$ cat src/rtl/ap_com_cfg_array.sv
`default_nettype none
// ============================================================================
// Module   : ap_com_cfg_array
// Purpose  : Runtime-programmable array of NUM_CELLS approximate compressor
//            cells. Each cell is a LUT_IN-input, 1-output lookup whose truth
//            table is written over a config port. Data flows through a
//            2-stage valid/ready pipeline; table writes are serialised
//            against data traffic so every output vector is evaluated with
//            one consistent table set.
// Ports    : clk, rst_n               - clock / async active-low reset
//            cfg_valid/ready/idx/table - single-cycle table write request
//            cfg_err                   - sticky out-of-range index flag
//            in_valid/ready/data       - input address vectors
//            out_valid/ready/data      - evaluated cell outputs
//            busy                      - controller not idle
// Revision : 1.0 - initial release
// ============================================================================
module ap_com_cfg_array #(
    parameter  int NUM_CELLS = 25,
    parameter  int LUT_IN    = 4,
    parameter  int IDX_W     = 5,
    localparam int TBL_W     = 1 << LUT_IN
) (
    input  logic                          clk,
    input  logic                          rst_n,
    input  logic                          cfg_valid,
    output logic                          cfg_ready,
    input  logic [IDX_W-1:0]              cfg_idx,
    input  logic [TBL_W-1:0]              cfg_table,
    output logic                          cfg_err,
    input  logic                          in_valid,
    output logic                          in_ready,
    input  logic [NUM_CELLS*LUT_IN-1:0]   in_data,
    output logic                          out_valid,
    input  logic                          out_ready,
    output logic [NUM_CELLS-1:0]          out_data,
    output logic                          busy
);

    typedef enum logic [1:0] {
        ST_IDLE = 2'd0,
        ST_RUN  = 2'd1,
        ST_CFG  = 2'd2
    } state_t;

    state_t                        r_state;
    logic [IDX_W-1:0]              r_cfg_idx;
    logic [TBL_W-1:0]              r_cfg_tbl;
    logic                          r_cfg_err;
    logic [TBL_W-1:0]              r_tables [NUM_CELLS];

    logic                          r_s1_valid;
    logic [NUM_CELLS*LUT_IN-1:0]   r_s1_data;
    logic                          r_s2_valid;
    logic [NUM_CELLS-1:0]          r_s2_data;

    logic                          w_s2_free;
    logic                          w_s1_free;
    logic                          w_in_fire;
    logic                          w_idx_hit;
    logic [NUM_CELLS-1:0]          w_eval;

    // Stage 2 can take new content when empty or being drained this cycle;
    // stage 1 can take new content when empty or moving into stage 2.
    assign w_s2_free = !r_s2_valid || out_ready;
    assign w_s1_free = !r_s1_valid || w_s2_free;

    // A raised cfg_valid blocks new inputs (in IDLE it wins the arbitration,
    // in RUN it lets the pipeline drain so the write can start).
    assign in_ready  = (r_state != ST_CFG) && !cfg_valid && w_s1_free;
    assign cfg_ready = (r_state == ST_IDLE);
    assign w_in_fire = in_valid && in_ready;

    assign out_valid = r_s2_valid;
    assign out_data  = r_s2_data;
    assign cfg_err   = r_cfg_err;
    assign busy      = (r_state != ST_IDLE);

    // Captured index within the implemented cell range?
    always_comb begin
        w_idx_hit = 1'b0;
        for (int i = 0; i < NUM_CELLS; i++) begin
            if (r_cfg_idx == IDX_W'(i)) begin
                w_idx_hit = 1'b1;
            end
        end
    end

    // Per-cell table lookup on the stage-1 address
    for (genvar g = 0; g < NUM_CELLS; g++) begin : g_cell
        assign w_eval[g] = r_tables[g][r_s1_data[g*LUT_IN +: LUT_IN]];
    end

    // ------------------------------------------------------------------
    // Controller and table storage
    // ------------------------------------------------------------------
    always_ff @(posedge clk or negedge rst_n) begin
        if (!rst_n) begin
            r_state   <= ST_IDLE;
            r_cfg_idx <= '0;
            r_cfg_tbl <= '0;
            r_cfg_err <= 1'b0;
            for (int i = 0; i < NUM_CELLS; i++) begin
                r_tables[i] <= '0;
            end
        end else begin
            case (r_state)
                ST_IDLE: begin
                    if (cfg_valid) begin
                        // Request contents are frozen here; later changes on
                        // the config inputs are ignored.
                        r_cfg_idx <= cfg_idx;
                        r_cfg_tbl <= cfg_table;
                        r_state   <= ST_CFG;
                    end else if (w_in_fire) begin
                        r_state   <= ST_RUN;
                    end
                end
                ST_RUN: begin
                    if (!r_s1_valid && !r_s2_valid && !w_in_fire) begin
                        r_state <= ST_IDLE;
                    end
                end
                ST_CFG: begin
                    // Pipeline is guaranteed empty here, so the write can
                    // never mix table sets within a vector.
                    for (int i = 0; i < NUM_CELLS; i++) begin
                        if (r_cfg_idx == IDX_W'(i)) begin
                            r_tables[i] <= r_cfg_tbl;
                        end
                    end
                    if (!w_idx_hit) begin
                        r_cfg_err <= 1'b1;
                    end
                    r_state <= ST_IDLE;
                end
                default: begin
                    r_state <= ST_IDLE;
                end
            endcase
        end
    end

    // ------------------------------------------------------------------
    // Two-stage data pipeline
    // ------------------------------------------------------------------
    always_ff @(posedge clk or negedge rst_n) begin
        if (!rst_n) begin
            r_s1_valid <= 1'b0;
            r_s1_data  <= '0;
            r_s2_valid <= 1'b0;
            r_s2_data  <= '0;
        end else begin
            if (w_s1_free) begin
                r_s1_valid <= w_in_fire;
                if (w_in_fire) begin
                    r_s1_data <= in_data;
                end
            end
            // Data is only reloaded when a new vector arrives, so out_data
            // stays put both during a stall and after the stage empties.
            if (w_s2_free) begin
                r_s2_valid <= r_s1_valid;
                if (r_s1_valid) begin
                    r_s2_data <= w_eval;
                end
            end
        end
    end

endmodule
`default_nettype wire

$ cat config.mk
export PLATFORM = sky130hd
export DESIGN_NAME = ap_com_cfg_array
export DESIGN_NICKNAME = d
export VERILOG_FILES = /design/src/rtl/ap_com_cfg_array.sv
export SDC_FILE = /design/constraint.sdc
export NUM_CORES = 1
export LEC_CHECK = 0
export CORE_UTILIZATION = 30
export DETAILED_ROUTE_END_ITERATION = 6
export PLACE_DENSITY = 0.46
export SLEW_MARGIN = 0
export SYNTH_ARGS = -nofsm -noshare
export SYNTH_HDL_FRONTEND = slang
export SYNTH_SLANG_ARGS = --single-unit
$ cat constraint.sdc
create_clock -name clk -period 2.6 [get_ports clk]
set_clock_uncertainty 0.1 [all_clocks]
set_input_delay 0.26 -clock clk [delete_from_list [all_inputs] [get_ports clk]]
set_output_delay 0.26 -clock clk [all_outputs]
set_load 0.05 [all_outputs]
==> results.md <==
* Worst setup path category: reg -> out
* Slowest-stage cell, CP: clkdlybuf4s50_1
* Sequential share of the synthesized area at about 57%
* Startpoint types: flop
* Final setup margin at about 0.068 ns
* Worst r2r src: r_cfg_idx[2]
* Clk_lat worst skew at 0.60 ns
* Hold Crit Class: in -> async
* Core box area at 0.0804 sq mm
* Critical Path Fanout Max at 5
* Syn_nets at 1,815
* Leakage dissipation at 13.2 nW
* Cell area after synthesis at between 0.02 and 0.025 sq mm
* CTS Buffer Depth at 3
* Routed Antenna Nets at 0
* Share of the synthesized area in the top cell type at 56.7%
* H-tree levels at 3
* IO Count at between 150 and 200
* Highest clock rate at 395 MHz
* CTS clk-pin slew, worst paths at 0.06 ns
* Post-synth top flop: dfrtp_1
* RSZ-0062 raised after global routing: false
* Drt via density at around 4.9
* Global placement routability congestion at 0.724
* Fin crit share at 97.4%
* Avg Inst Size Synth at 14.4 sq um
* Vias in the first global route at 15,400
* DPL Wire Length at 40,600 um
* Total congestion overflow at 0
* Setup Fix Bufs, Post-CTS at 0
* Worst reg2reg path depth at 3
* Total of max-cap violations at 0
* Power, Total at slightly above 0.03 W
* Initial Util at 30.2%
* Layout cells sized above 1 at 41.8%
* Dominant cells by area after synthesis: dfrtp_1 57%, mux2_2 27%, mux4_2 3.7%
* First-pass GRT wire length at 101,000 um
* Total track usage at 16.4%
* Nets at 1,977
* Crit path DAT at ~2.2 ns
* Die width at 287 um
* Worst-Margin Slew at 1.18 ns
* Crit-path max cell delay at 0.72 ns
* CTS root buf: clkbuf_16
* Number of buffers added on ports at 155
* Initial antenna violation count at 7
* EDFF count, synth at 0
* Register-to-register setup slack at 0.28 ns
* Detailed Route Iter0 Violations at ~770
* Die Height at 287 um
* Final setup viols at 0
* TritonCTS Buffers at 66
* Distinct cells, synth at 39
* WP data required at 2.24 ns
* DR WL/cell at 22.3 um
* Yosys top cell by area: dfrtp_1
* Largest net degree at the start of global routing at 78
* Synthesis Warnings at 0
* DRC viols at 0
* Reg-to-Reg End: r_tables[68]
* CTS tree: built
* Fill count at 7,707
* Critical path, cell by cell: or2_2 -> clkdlybuf4s50_1
* Synth Register Bits at between 500 and 600
* Status: finished clean
* CTS Sinks at between 500 and 600
* Max_slew headroom at 21.2%
* Share of synthesized registers carrying an async set or reset at 100%
* Standard-cell row count at 104
* Die ar. at 0.0822 sq mm
* TritonRoute pass-1 iters at 5
* Final Max Slew Viols at 0
* Post-place setup slack at ~0.18 ns
* Critical Path End Type: primary output
* Synthesis-to-finish area growth at 21.2%
* Setup TNS at 0 ns
* VDD IR-drop max at 0.507 mV
* Minimum clock period after layout at 2.53 ns
* Routed wire length at 66,000 um
* Cell count after synthesis at ~1,700
* Fin. Hold Viols at 0
* Power Density at 1030 mW/mm^2
* Vias post-DR at about 15,000
[metal layers]
| layer | up-vias | share of wire (%) | track usage (%) |
|---|---|---|---|
| met5 | - | 0 | 0 |
| met4 | 0 | 2.1 | 4.43 |
| met3 | 83 | 3.2 | 2.45 |
| met2 | 249 | 47 | 25.6 |
| met1 | 7728 | 48 | 23.7 |
| li1 | 6538 | - | - |
[through the flow]
step	cell area, sq um	std cells	utilization, %	hold slack, ns
floorplan	24300	1689	-	-0.136
global route	29500	2960	36.6	0.149
finish	29500	2964	36.7	0.127
global placement	27300	2842	34.0	0.170
CTS	29500	2960	36.6	0.127
detailed placement	27300	2842	34.0	0.173
[flip-flops by register name, indices dropped and copies added, names as in the netlist]
| name | cells |
|---|---|
| r_tables | 400 |
| r_cfg_tbl | 16 |
| r_s1_valid | 1 |
| r_cfg_idx | 5 |
| cfg_err | 1 |
| r_state | 2 |
| r_s1_data | 100 |
| out_valid | 1 |
| out_data | 25 |
[synthesized netlist by cell type (all sizes together), types with 2 or more instances]
master	number
mux2	580
dfrtp	551
clkbuf	79
nor2b	63
nand2b	48
nand2	42
buf	41
mux4	40
a2111oi	33
o22ai	24
nor4	22
nand3	21
mux2i	15
a211oi	14
inv	14
o21ai	13
a211o	12
nand4	12
nor2	12
o211ai	12
o22a	12
or4	12
nor3b	3
and3b	2
o2111ai	2
o311ai	2
[cell usage in the layout (no fill, tap or decap), types with 22 or more instances in the layout]
master	instances
nor4_1	22
nor2b_1	63
clkbuf_16	69
dfrtp_1	551
buf_4	46
nand2_1	40
mux2_2	580
clkdlybuf4s50_1	152
o22ai_1	24
a2111oi_0	33
mux4_2	40
nand2b_1	48
[layout make-up]
cell class	instances	area [sq um]	share of cell area, %
flip-flops and latches	551	13800	46.8
multi-input cells	1004	10000	34.0
repair buffers	214	2160	7.33
clock buffers	101	1970	6.67
well taps	1060	1330	4.50
clock inverters	16	163	0.552
inverters	14	52.6	0.178
diodes	4	10.0	0.0340
[cells by family after synthesis]
| kind of cell | count (synthesis) | synth area share [%] |
|---|---|---|
| mux | 635 | 31.2 |
| compound gates | 127 | 3.98 |
| simple gates | 242 | 5.86 |
| flops | 551 | 56.7 |
| buf+inv | 134 | 2.28 |
[how the worst max path moves through the flow]
| stage | from | end | cells after the start | slack [ns] |
|---|---|---|---|---|
| after CTS | r_state[1] | busy | 2 | 0.03 |
| final | r_state[1] | busy | 2 | 0.07 |
| after global placement | out_ready | r_s1_data[72] | 6 | 0.22 |
| after global routing | r_state[1] | busy | 2 | 0.0009 |
| after floorplan | out_valid | r_s1_data[21] | 6 | 0.17 |
| after detailed placement | out_ready | r_s1_data[74] | 6 | 0.18 |
[critical path, delay by kind of cell, from the launching register on]
| kind | cells | cell delay (ns) |
|---|---|---|
| buffers and inverters | 1 | 0.72 |
| DFF | 1 | 0.45 |
| and+or+nand+nor | 1 | 0.40 |
[repair_timing]
action                                  in CTS  in global routing
hold buffers                                 1                  0
gates resized for setup                      1                  0
hold endpoints to repair                    92                  0
endpoints found under the setup margin       1                  0
[power breakdown]
part | leakage (nW) | switching (W) | internal [W]
sequential | 7.17 | 0.00218 | 0.0112
combinational | 5.01 | 0.00376 | 0.00408
clock | 1.05 | 0.00360 | 0.00550
(Power assumes the default switching activity.)
